--- config.mk ---
export PLATFORM = sky130hd
export DESIGN_NAME = i_mem_fill_ctrl_flat
export DESIGN_NICKNAME = d
export VERILOG_FILES = /design/src/rtl/i_mem_fill_ctrl_if.sv /design/src/rtl/i_mem_fill_ctrl.sv /design/src/flat_wrapper.sv
export SDC_FILE = /design/constraint.sdc
export NUM_CORES = 1
export LEC_CHECK = 0
export CAP_MARGIN = 20
export CORE_MARGIN = 8
export CORE_UTILIZATION = 40
export DETAILED_ROUTE_END_ITERATION = 12
export PLACE_DENSITY = 0.71
export REMOVE_ABC_BUFFERS = 1
export SLEW_MARGIN = 10
export SYNTH_ARGS = -nofsm -noshare
export SYNTH_HDL_FRONTEND = slang
export SYNTH_SLANG_ARGS = --single-unit
--- constraint.sdc ---
create_clock -name clk -period 2.28 [get_ports clk]
set_input_delay 0.342 -clock clk [delete_from_list [all_inputs] [get_ports clk]]
set_output_delay 0.342 -clock clk [all_outputs]
set_load 0.02 [all_outputs]
--- src/rtl/i_mem_fill_ctrl_if.sv ---
// Fill-engine bus: cache-side miss request/response plus word memory port.
// master = cache/memory side, slave = fill controller.
interface i_mem_fill_ctrl_if;
  logic         fill_req_valid;
  logic [31:0]  fill_req_address;
  logic         mem_rd_en;
  logic [31:0]  mem_rd_addr;
  logic [31:0]  mem_rd_data;
  logic         fill_rsp_valid;
  logic [31:0]  fill_rsp_address;
  logic [127:0] fill_rsp_cl;
  logic         busy;
  logic         fill_req_drop;

  modport master (
    output fill_req_valid,
    output fill_req_address,
    output mem_rd_data,
    input  mem_rd_en,
    input  mem_rd_addr,
    input  fill_rsp_valid,
    input  fill_rsp_address,
    input  fill_rsp_cl,
    input  busy,
    input  fill_req_drop
  );

  modport slave (
    input  fill_req_valid,
    input  fill_req_address,
    input  mem_rd_data,
    output mem_rd_en,
    output mem_rd_addr,
    output fill_rsp_valid,
    output fill_rsp_address,
    output fill_rsp_cl,
    output busy,
    output fill_req_drop
  );
endinterface

--- src/rtl/i_mem_fill_ctrl.sv ---
// I-cache miss-fill engine: four word reads assembled into one 128-bit line.
// Optional macro CRITICAL_WORD_FIRST_EN: issue reads starting at the missed word.
module i_mem_fill_ctrl #(
  parameter int MEM_RD_LATENCY = 1
) (
  input  logic clk,
  input  logic rst,
  i_mem_fill_ctrl_if.slave bus
);

  localparam int CL_WORDS = 4;

  typedef enum logic [1:0] {
    IDLE,
    ISSUE,
    WAIT,
    RESP
  } state_t;

  state_t       r_state;
  logic [31:0]  r_addr;
  logic [1:0]   r_cnt;
  logic [3:0]   r_mask;
  logic [31:0]  r_line [CL_WORDS];

  logic [MEM_RD_LATENCY-1:0] r_pv;
  logic [1:0]   r_pi [MEM_RD_LATENCY];

  logic         r_rd_en;
  logic [31:0]  r_rd_addr;
  logic [1:0]   r_rd_idx;
  logic         r_rsp_valid;
  logic [31:0]  r_rsp_addr;
  logic [127:0] r_rsp_cl;
  logic         r_busy;
  logic         r_drop;

  logic         w_tail_v;
  logic [1:0]   w_tail_i;
  logic [3:0]   w_mask_nxt;
  logic [127:0] w_line_nxt;
  logic [1:0]   w_first;
  logic [1:0]   w_next;

  assign w_tail_v = r_pv[MEM_RD_LATENCY-1];
  assign w_tail_i = r_pi[MEM_RD_LATENCY-1];

  // Line as it will look after this cycle's returning word lands
  always_comb begin
    w_mask_nxt = r_mask;
    w_line_nxt = '0;
    if (w_tail_v) w_mask_nxt[w_tail_i] = 1'b1;
    for (int k = 0; k < CL_WORDS; k++) begin
      if (w_tail_v && w_tail_i == 2'(k))
        w_line_nxt[32*k +: 32] = bus.mem_rd_data;
      else
        w_line_nxt[32*k +: 32] = r_line[k];
    end
  end

`ifdef CRITICAL_WORD_FIRST_EN
  assign w_first = bus.fill_req_address[3:2];
  assign w_next  = r_addr[3:2] + r_cnt + 2'd1;
`else
  assign w_first = 2'd0;
  assign w_next  = r_cnt + 2'd1;
`endif

  always_ff @(posedge clk) begin
    if (rst) begin
      r_state     <= IDLE;
      r_addr      <= '0;
      r_cnt       <= '0;
      r_mask      <= '0;
      r_pv        <= '0;
      r_rd_en     <= 1'b0;
      r_rd_addr   <= '0;
      r_rd_idx    <= '0;
      r_rsp_valid <= 1'b0;
      r_rsp_addr  <= '0;
      r_rsp_cl    <= '0;
      r_busy      <= 1'b0;
      r_drop      <= 1'b0;
      for (int k = 0; k < MEM_RD_LATENCY; k++)
        r_pi[k] <= '0;
      for (int k = 0; k < CL_WORDS; k++)
        r_line[k] <= '0;
    end else begin
      r_pv[0] <= r_rd_en;
      r_pi[0] <= r_rd_idx;
      for (int k = 1; k < MEM_RD_LATENCY; k++) begin
        r_pv[k] <= r_pv[k-1];
        r_pi[k] <= r_pi[k-1];
      end
      r_mask <= w_mask_nxt;
      for (int k = 0; k < CL_WORDS; k++)
        r_line[k] <= w_line_nxt[32*k +: 32];
      r_drop      <= bus.fill_req_valid && (r_state != IDLE);
      r_rsp_valid <= 1'b0;
      unique case (r_state)
        IDLE: begin
          if (bus.fill_req_valid) begin
            r_addr    <= bus.fill_req_address;
            r_mask    <= '0;
            r_cnt     <= '0;
            r_rd_en   <= 1'b1;
            r_rd_idx  <= w_first;
            r_rd_addr <= {bus.fill_req_address[31:4],
                          w_first, 2'b00};
            r_busy    <= 1'b1;
            r_state   <= ISSUE;
          end
        end
        ISSUE: begin
          if (r_cnt == 2'(CL_WORDS-1)) begin
            r_rd_en <= 1'b0;
            r_state <= WAIT;
          end else begin
            r_cnt     <= r_cnt + 2'd1;
            r_rd_idx  <= w_next;
            r_rd_addr <= {r_addr[31:4], w_next, 2'b00};
          end
        end
        WAIT: begin
          if (&w_mask_nxt) begin
            r_rsp_valid <= 1'b1;
            r_rsp_addr  <= r_addr;
            r_rsp_cl    <= w_line_nxt;
            r_state     <= RESP;
          end
        end
        RESP: begin
          r_busy  <= 1'b0;
          r_state <= IDLE;
        end
        default: r_state <= IDLE;
      endcase
    end
  end

  assign bus.mem_rd_en        = r_rd_en;
  assign bus.mem_rd_addr      = r_rd_addr;
  assign bus.fill_rsp_valid   = r_rsp_valid;
  assign bus.fill_rsp_address = r_rsp_addr;
  assign bus.fill_rsp_cl      = r_rsp_cl;
  assign bus.busy             = r_busy;
  assign bus.fill_req_drop    = r_drop;

endmodule
--- src/flat_wrapper.sv ---
// flat-port wrapper written by rule: the top's interface ports become plain ports
module i_mem_fill_ctrl_flat 
#(
  parameter int MEM_RD_LATENCY = 1
)
  (clk, rst, bus_fill_req_valid, bus_fill_req_address, bus_mem_rd_data, bus_mem_rd_en, bus_mem_rd_addr, bus_fill_rsp_valid, bus_fill_rsp_address, bus_fill_rsp_cl, bus_busy, bus_fill_req_drop);
  i_mem_fill_ctrl_if bus_i ();
  input  logic clk;
  input  logic rst;
  input wire logic [$bits(bus_i.fill_req_valid)-1:0] bus_fill_req_valid;
  input wire logic [$bits(bus_i.fill_req_address)-1:0] bus_fill_req_address;
  input wire logic [$bits(bus_i.mem_rd_data)-1:0] bus_mem_rd_data;
  output wire logic [$bits(bus_i.mem_rd_en)-1:0] bus_mem_rd_en;
  output wire logic [$bits(bus_i.mem_rd_addr)-1:0] bus_mem_rd_addr;
  output wire logic [$bits(bus_i.fill_rsp_valid)-1:0] bus_fill_rsp_valid;
  output wire logic [$bits(bus_i.fill_rsp_address)-1:0] bus_fill_rsp_address;
  output wire logic [$bits(bus_i.fill_rsp_cl)-1:0] bus_fill_rsp_cl;
  output wire logic [$bits(bus_i.busy)-1:0] bus_busy;
  output wire logic [$bits(bus_i.fill_req_drop)-1:0] bus_fill_req_drop;
  assign bus_i.fill_req_valid = bus_fill_req_valid;
  assign bus_i.fill_req_address = bus_fill_req_address;
  assign bus_i.mem_rd_data = bus_mem_rd_data;
  assign bus_mem_rd_en = bus_i.mem_rd_en;
  assign bus_mem_rd_addr = bus_i.mem_rd_addr;
  assign bus_fill_rsp_valid = bus_i.fill_rsp_valid;
  assign bus_fill_rsp_address = bus_i.fill_rsp_address;
  assign bus_fill_rsp_cl = bus_i.fill_rsp_cl;
  assign bus_busy = bus_i.busy;
  assign bus_fill_req_drop = bus_i.fill_req_drop;
  i_mem_fill_ctrl #(.MEM_RD_LATENCY(MEM_RD_LATENCY)) u_core (.clk(clk), .rst(rst), .bus(bus_i));
endmodule
Word-level counts from Yosys, hierarchy flattened

Memory sizes are Yosys's and may differ from the RTL's.
Index checks and enable logic that the tools add are counted.

Reductions and logical operators: 20
Eq/ne operators: 11
Div/mod/pow operators: 0
Multiplexer cells: 33
Bitwise operators: 6
Magnitude comparators: 2
Shift operators: 0
Multiply operators: 0
Add/subtract/negate cells: 1

Operators by type and width:

| kind                  | count |
|---|---|
| $mux W32              | 10 |
| $pmux W32 S2          | 1 |
| $mux W2               | 6 |
| $mux W4               | 3 |
| $eq A2 B2 Y1 const B  | 5 |
| $reduce_and A3 Y1     | 3 |
| $mux W1               | 8 |
| $pmux W2 S4           | 1 |
| $logic_and A1 B1 Y1   | 6 |
| $reduce_bool A2 Y1    | 3 |
| $reduce_and A5 Y1     | 1 |
| $eq A2 B1 Y1 const B  | 2 |
| $logic_not A2 Y1      | 2 |
| $ne A2 B1 Y1 const B  | 2 |
| $ne A2 B2 Y1 const B  | 2 |
| $or A1 B1 Y1          | 4 |
| $or A4 B4 Y4          | 1 |
| $pmux W1 S2           | 2 |
| $pmux W2 S2           | 1 |
| $reduce_and A2 Y1     | 2 |
| $reduce_and A4 Y1     | 1 |
| $reduce_or A2 Y1      | 2 |
| $lt A2 B3 Y1 const B  | 1 |
| $add A2 B1 Y2 const B | 1 |
| other kinds (3)       | 3 |

Output and inout port bits: 196
Register bits after elaboration: 237
Input bits: 67
Memory bits (writable): 130
Bits in read-only memories: 0
Bits in latches: 0
Word-level logic and storage cells: 87
Memories: 2

Memory list:

| name          | depth | width | read ports | clocked after memory_dff | wr ports | RTL line              | source |
|---|---|---|---|---|---|---|---|
| u_core.r_line | 4     | 32    | 4          | 0                        | 4        | i_mem_fill_ctrl.sv:24 | `logic [31:0] r_line [CL_WORDS];` |
| u_core.r_pi   | 1     | 2     | 1          | 0                        | 1        | i_mem_fill_ctrl.sv:27 | `logic [1:0] r_pi [MEM_RD_LATENCY];` |

Longest topological paths before layout

Gate-level depths: netlist of run 1.
An unclocked memory read counts as a cell.

Depth after elaboration: 10
Depth in mapped cells: 8
Mapped depth without buffers: 6

Worst setup path before layout of run 1

Ideal clock, no wire load.

Kind: reg2reg
From: register u_core.r_state[0]
To: register u_core.r_rd_addr[11] (netlist: u_core.bus.mem_rd_addr[11])
Arrival time: 1.637 ns
Data required time: 2.146 ns
Cell stages (with the launch flop): 8
Period minus slack after synthesis: 1.771 ns
Buffers on the path: 2
Path slack: 0.509 ns
Library setup time: 0.134 ns
Path through: dfxtp_1 -> inv_1 -> ha_1 -> nor2b_1 -> a211oi_1 -> buf_2 -> buf_2 -> a211oi_1

Cells in the longest elaborated chain, start to end: 3
Elaborated cells on any way between the ends: 7
Classes of those cells: eq/ne (3); mux (1); reduce/logical (3)

Ends and longest elaborated chain:

| element                                                             | RTL line               | source |
|---|---|---|
| start: declaration                                                  | i_mem_fill_ctrl.sv:20  | `state_t r_state;` |
| start signal: assignment                                            | i_mem_fill_ctrl.sv:71  | `r_state <= IDLE;` |
| start signal: assignment                                            | i_mem_fill_ctrl.sv:111 | `r_state <= ISSUE;` |
| start signal: assignment                                            | i_mem_fill_ctrl.sv:117 | `r_state <= WAIT;` |
| $eq A2 B1 Y1 / $logic_not A2 Y1 (equally long branches)             | i_mem_fill_ctrl.sv:100 | `unique case (r_state)` |
| $ne A2 B2 Y1 (no line) / $reduce_bool A2 Y1 (equally long branches) | -                      |  |
| $reduce_and A3 Y1 (no line)                                         | -                      |  |
| end signal: assignment                                              | i_mem_fill_ctrl.sv:108 | `r_rd_addr <= {bus.fill_req_address[31:4],` |
| end signal: assignment                                              | i_mem_fill_ctrl.sv:121 | `r_rd_addr <= {r_addr[31:4], w_next, 2'b00};` |
| end: declaration                                                    | i_mem_fill_ctrl.sv:30  | `logic [31:0] r_rd_addr;` |

Parallel ways exist; a longest one is shown, timed or not.
A chain may end at the register's enable or synchronous reset.

==> impl_results.rst, run 1 <==
.. list-table::
   :header-rows: 1

   * - Metric
     - Value
   * - Result of the run
     - finished, final reports clean
   * - Most common flop cell mapped by yosys
     - dfxtp_1
   * - Post-synthesis average cell area
     - roughly 11 um2
   * - Detailed placer's ending HPWL
     - between 20,000 and 25,000 um
   * - Final weighted congestion in routability-driven placement
     - between 0.7 and 0.8
   * - CP cell instances
     - clkdlybuf4s50_1
   * - Number of instances in the synthesized netlist
     - 1,312
   * - Count of maximum capacitance violations
     - 0
   * - Nature of the critical path startpoint
     - register
   * - Die Wd
     - 203 um
   * - Sequential standard cell area
     - 7270 um2
   * - Clock-pin slew reported for the worst setup and hold paths after clock tree synthesis
     - ~60 ps
   * - Post-placement setup slack
     - 324 ps
   * - Clock tree from TritonCTS
     - done
   * - Routed vias
     - 9,675
   * - Wire length of the first global-routing pass
     - 54,900 um
   * - Critical path capture point type
     - output pin
   * - Final-report setup violation count
     - 0
   * - Final Max Tran Viols
     - 0
   * - Maximum clock insertion buffer count
     - 3
   * - Clock buffers created by TritonCTS
     - 39
   * - Synth Register Bits
     - 363
   * - Clk Tree Root Cell
     - clkbuf_16
   * - Cells taking the most area after synthesis
     - dfxtp_1, mux2i_1, mux2_1, nor2b_1, nor2_1
   * - Arrival time of the worst setup path
     - 1650 ps
   * - Initial antenna violation count
     - 2
   * - CTS H-tree lvls
     - 2
   * - Yosys top cell area share
     - a little over half
   * - Post-DR vias/cell
     - 4.78
   * - Die height
     - between 200 and 250 um
   * - Cell Area, Placed
     - 16,900 um2
   * - Worst path top cell family by delay
     - buffers and inverters
   * - Cell type with the highest aggregate area in the netlist
     - dfxtp_1
   * - Path type of the worst setup path
     - register to output pin
   * - Final critical-path required period
     - 1990 ps
   * - Netlist area before placement
     - ~14,000 um2
   * - Critical-path top delay cell
     - clkdlybuf4s50_1
   * - WL final
     - 34,700 um
   * - Pwr Density
     - between 900 and 1000 nW/um2
   * - Violation count after the first detailed-routing iteration
     - 419
   * - Buffering stage count on the worst path with inverters included
     - 1
   * - Port Buf Inserts
     - between 200 and 300
   * - Average detailed-routed wire length per instance
     - ~17 um
   * - Final period util
     - 87.2%
   * - Standard-cell row count
     - 68
   * - Post_cts resized
     - 0
   * - Distinct cells, synth
     - 32
   * - Worst path setup slack after routing
     - approximately 290 ps
   * - Area of the multi-input gates
     - around 6000 um2
   * - Peak Freq
     - 503 MHz
   * - Number of optimization iterations in the first detailed-route pass
     - 4
   * - Sinks on Clock Net
     - 363
   * - Count of endpoints failing hold in the final timing report
     - 0
   * - Total negative slack for setup checks
     - 0 ps
   * - FFs w/ async S/R, synth
     - 0%
   * - Via count of the first global-routing pass
     - 9,826
   * - Hold bufs inserted after CTS
     - 0
   * - Post-synthesis to final-layout area growth
     - 30.7%
   * - Total Die Area
     - 41,000 um2
   * - Num ports
     - 263
   * - Total routing resource utilization after global routing
     - approximately 16%
   * - Insertion delay of the later-clocked pin in the worst-skew pair
     - 520 ps
   * - Worst clock skew
     - 15.2 ps
   * - Class of the most critical hold timing path
     - primary input to register
   * - Starting utilization of the core area
     - 40.5%
   * - Required time of the critical path
     - 1940 ps
   * - VDD IR-drop max
     - about 690 uV
   * - Number of flops mapped to enable cells by yosys
     - 0
   * - Area of all placed cells without fillers
     - 18,200 um2
   * - Number of warning messages in the yosys log
     - 0
   * - Unrepaired setup endpoints after global routing
     - no
   * - Remaining number of nets flagged by the antenna check after routing
     - 0
   * - Leading cell types by count after synthesis
     - dfxtp_1, mux2i_1, nor2_1, nor2b_1, mux2_1
   * - Largest stage delay on the critical path
     - 680 ps
   * - Leakage power
     - 7.65 nW
   * - Layout cells sized above 1
     - 7.47%
   * - Total Power Consumption
     - 0.0165 W
   * - Number of buffers inserted by post-CTS setup repair
     - 0
   * - Filler Cell Count
     - 3,006
   * - Post-layout nets
     - 1,613
   * - Pin count of the biggest net entering global routing
     - 105
   * - Worst-path fanout max
     - 6
   * - Final routed DRC violation total
     - 0
   * - Core region area
     - 34,400 um2
   * - Total congestion overflow after global routing
     - 0
   * - Sequential-to-total area share from yosys stat
     - 52.2%
   * - Most frequent cell after synthesis
     - dfxtp_1
[cell families after synthesis]
| family | after synthesis | share of synthesized area (%) |
|---|---|---|
| muxes | 318 | 24.0 |
| DFF | 363 | 52.2 |
| other | 1 | 0.0269 |
| and+or+nand+nor | 443 | 15.8 |
| buffers and inverters | 103 | 3.94 |
| adders and majority gates | 6 | 0.539 |
| AOI/OAI and AO/OA | 78 | 3.48 |
[flip-flops by register name, summed over array words and instances (netlist names), 2 cells and up]
name                         flops
u_core.bus.fill_rsp_cl         128
u_core.r_line                  128
u_core.bus.fill_rsp_address     32
u_core.r_addr                   32
u_core.bus.mem_rd_addr          29
u_core.r_mask                    4
u_core.r_pi                      2
u_core.r_state                   2
[worst register-to-register path, cell delays in order, from the launching register on]
cell and delay, ps:
dfxtp_1 360, inv_1 110, ha_1 280, nor2b_1 190, a211oi_4 290, buf_4 320, nor2_1 100, a211oi_1 210
[power by group]
group	internal, W	switching [W]	total [W]
Clock	0.00363	0.00252	0.00614
Combinational	0.00141	0.00181	0.00322
Sequential	0.00684	0.000318	0.00716
Total	0.0119	0.00465	0.0165
[final cells by class]
cell class,count,share of cell area [%]
Clock inverter,10,0.523
Inverter,6,0.124
Multi-Input combinational cell,847,33.8
Sequential cell,363,39.9
Timing Repair Buffer,283,16.1
Tap cell,455,3.13
Clock buffer,57,6.35
Antenna cell,2,0.0275
[metrics by stage]
step,hold WS [ps],instances,utilization (%)
floorplan,411,1216,-
global placement,444,1954,49.3
detailed placement,456,1954,49.3
CTS,97.1,2021,52.9
global route,120,2021,52.9
finish,125,2023,52.9
[worst paths after layout]
path / from / end / slack [ps] / depth (start not counted)
max: u_core.r_rd_idx[0] / bus_mem_rd_addr[2] / 290 / 1
min: rst / u_core.r_addr[2] / 120 / 2
max reg2reg: u_core.r_state[0] / u_core.bus.mem_rd_addr[28] / 350 / 7
min reg2reg: u_core.r_addr[3] / u_core.r_addr[3] / 460 / 2
[layer usage]
layer | track usage, % | up-vias | wire, um
met5 | 0 | - | 13
li1 | - | 4809 | -
met1 | 21.2 | 4539 | 16200
met4 | 3.68 | 2 | 584
met3 | 5.95 | 50 | 2980
met2 | 25.3 | 275 | 14900
[cells in the final DEF (no fill, tap or decap), types with 3 or more instances in the layout]
cell,Yosys,final
clkbuf_1,43,8
buf_4,15,11
clkbuf_8,0,9
nor3_1,3,3
a211oi_1,31,30
buf_12,0,12
nand2b_1,69,69
inv_1,6,6
clkinv_2,0,5
a21oi_1,37,37
nand2_1,66,66
mux2_1,101,101
dfxtp_1,363,363
nor2_1,162,162
clkdlybuf4s50_1,0,259
clkbuf_16,0,40
o21ai_0,3,3
nor2b_1,132,132
mux2i_1,190,190
ha_1,6,5
mux2_2,27,27
Note: power is estimated with default switching activity, not from simulation.
==> run 2: changes to the inputs <==
PLACE_DENSITY = not set   (was 0.71)
==> run 2 against run 1 <==
Against the previous run:
- sequential share of layout area is 0.15 points lower
- core utilization is 0.20 points higher
- clock skew is 7.3 ps higher
- register-to-register slack better by 30 ps
- clock power is 3.4% higher
- die area stayed put
- via count is 0.78% lower
- power is 0.85% higher
- first-iteration DRC count is 1.2% lower
==> impl_results.rst, run 2 (synthesis gave the netlist of run 1 again) <==
.. list-table::
   :header-rows: 1

   * - Metric
     - Value
   * - Critical path capture point type
     - output pin
   * - Hold_ws
     - 164 ps
   * - Worst path setup slack after routing
     - ~320 ps
   * - Die height
     - 203 um
   * - Commonest cells after routing, fill and taps aside
     - dfxtp_1, clkdlybuf4s50_1, mux2i_1, nor2_1, nor2b_1
   * - Peak Freq
     - 511 MHz
   * - Post-layout nets
     - approximately 1,600
   * - Total Power Consumption
     - 0.0167 W
   * - Remaining number of nets flagged by the antenna check after routing
     - 0
   * - Total Die Area
     - 41,000 um2
   * - Unrepaired setup endpoints after global routing
     - no
   * - Final critical-path required period
     - 1960 ps
   * - Worst clock skew
     - 22.5 ps
   * - Post-synthesis to final-layout area growth
     - 31.2%
   * - Detailed placer's ending HPWL
     - 22,600 um
   * - Pin count of the biggest net entering global routing
     - a little over 90
   * - Number of buffers inserted by post-CTS setup repair
     - 0
   * - Hold_sp
     - rst
   * - Worst-path fanout max
     - 6
   * - Final-report setup violation count
     - 0
   * - Source of the critical timing path
     - u_core.r_rd_idx[0]
   * - Pwr Density
     - 912 nW/um2
   * - Filler Cell Count
     - between 3,000 and 4,000
   * - Required time of the critical path
     - 1940 ps
   * - Class of the most critical hold timing path
     - primary input to register
   * - Leakage power
     - 7.70 nW
   * - Total routing resource utilization after global routing
     - 16.1%
   * - Final routed DRC violation total
     - 0
   * - Final Max Tran Viols
     - 0
   * - VDD IR-drop max
     - 484 uV
   * - Initial antenna violation count
     - 3
   * - Clock tree from TritonCTS
     - done
   * - Starting utilization of the core area
     - 40.5%
   * - Die Wd
     - ~200 um
   * - Wire length of the first global-routing pass
     - 54,100 um
   * - Buffering stage count on the worst path with inverters included
     - 1
   * - Sinks on Clock Net
     - 363
   * - Number of instances on the worst hold path
     - 2
   * - Layout cells sized above 1
     - under 10%
   * - Count of cells along the worst register-to-register path
     - 5
   * - Count of endpoints failing hold in the final timing report
     - 0
   * - Clk Tree Root Cell
     - clkbuf_16
   * - Cell count along the critical path
     - 1
   * - Arrival time of the worst setup path
     - 1620 ps
   * - Clock buffers created by TritonCTS
     - 39
   * - Result of the run
     - finished, final reports clean
   * - Total congestion overflow after global routing
     - 0
   * - Cell Area, Placed
     - approximately 17,000 um2
   * - Nature of the critical path startpoint
     - register
   * - Post-DR vias/cell
     - 4.74
   * - Clock-pin slew reported for the worst setup and hold paths after clock tree synthesis
     - ~60 ps
   * - Maximum clock insertion buffer count
     - 3
   * - Num ports
     - approximately 260
   * - Critical-path top delay cell
     - clkdlybuf4s50_1
   * - Largest stage delay on the critical path
     - 680 ps
   * - Average detailed-routed wire length per instance
     - roughly 17 um
   * - Count of inserted antenna diode cells
     - 0
   * - Area of all placed cells without fillers
     - 18,300 um2
   * - Path type of the worst setup path
     - register to output pin
   * - Core region area
     - 34,400 um2
   * - CP cell instances
     - clkdlybuf4s50_1
   * - Port Buf Inserts
     - 260
   * - Count of maximum capacitance violations
     - 0
   * - WL final
     - 34,300 um
   * - Worst path top cell family by delay
     - buffers and inverters
   * - Final period util
     - 85.9%
   * - Routed vias
     - 9,600
   * - Insertion delay of the later-clocked pin in the worst-skew pair
     - 530 ps
   * - Hold bufs inserted after CTS
     - 0
   * - FF-to-FF Start
     - u_core.r_pi[0][0]
   * - Final weighted congestion in routability-driven placement
     - 0.721
   * - Violation count after the first detailed-routing iteration
     - roughly 410
   * - Leading cell type in the layout, fill and taps excluded
     - dfxtp_1
   * - Post_cts resized
     - 0
   * - Post-placement setup slack
     - 396 ps
   * - CTS H-tree lvls
     - 2
   * - Standard-cell row count
     - 68
   * - Number of optimization iterations in the first detailed-route pass
     - 4
   * - Via count of the first global-routing pass
     - 9,518
run 2: cell count changes in the layout (fill, tap and decap cells not counted):
cell	delta
clkbuf_1	-1
bufinv_16	+1
diode_2	-2
buf_4	+3
clkinvlp_4	-2
clkbuf_8	+3
run 2: per-layer routing:
layer	wire length [um]	vias to the layer above	GRT usage, %
li1	-	4825	-
met1	16700	4486	22.0
met2	14700	237	24.4
met3	2290	46	4.97
met4	599	6	3.70
met5	37	-	0
run 2: per-stage QoR:
step	util, %	setup TNS [ps]	std cells
after detailed placement	49.3	0	1957
after floorplan	-	-532840	1216
final	53.1	0	2025
after global placement	49.3	0	1957
after CTS	53.1	0	2025
after global routing	53.1	0	2025
run 2: power by group:
| group | switching, W | internal (W) | leakage [nW] |
|---|---|---|---|
| combinational | 0.00179 | 0.00140 | 4.11 |
| sequential | 0.000289 | 0.00684 | 2.94 |
| clock | 0.00252 | 0.00383 | 0.647 |
run 2: final cells by class:
class	instances	area (um2)	share of cell area [%]
Clock buffer	59	1190	6.53
Clock inverter	9	110	0.603
Inverter	6	22.5	0.123
Multi-Input combinational cell	847	6150	33.7
Sequential cell	363	7270	39.8
Tap cell	455	569	3.12
Timing Repair Buffer	286	2950	16.2
run 2: final timing paths:
kind	end	slack [ps]
setup reg to reg	u_core.bus.fill_rsp_address[0]	380
hold reg to reg	u_core.r_addr[1]	450
setup / recovery	bus_mem_rd_addr[2]	320
hold / removal	u_core.bus.busy	160
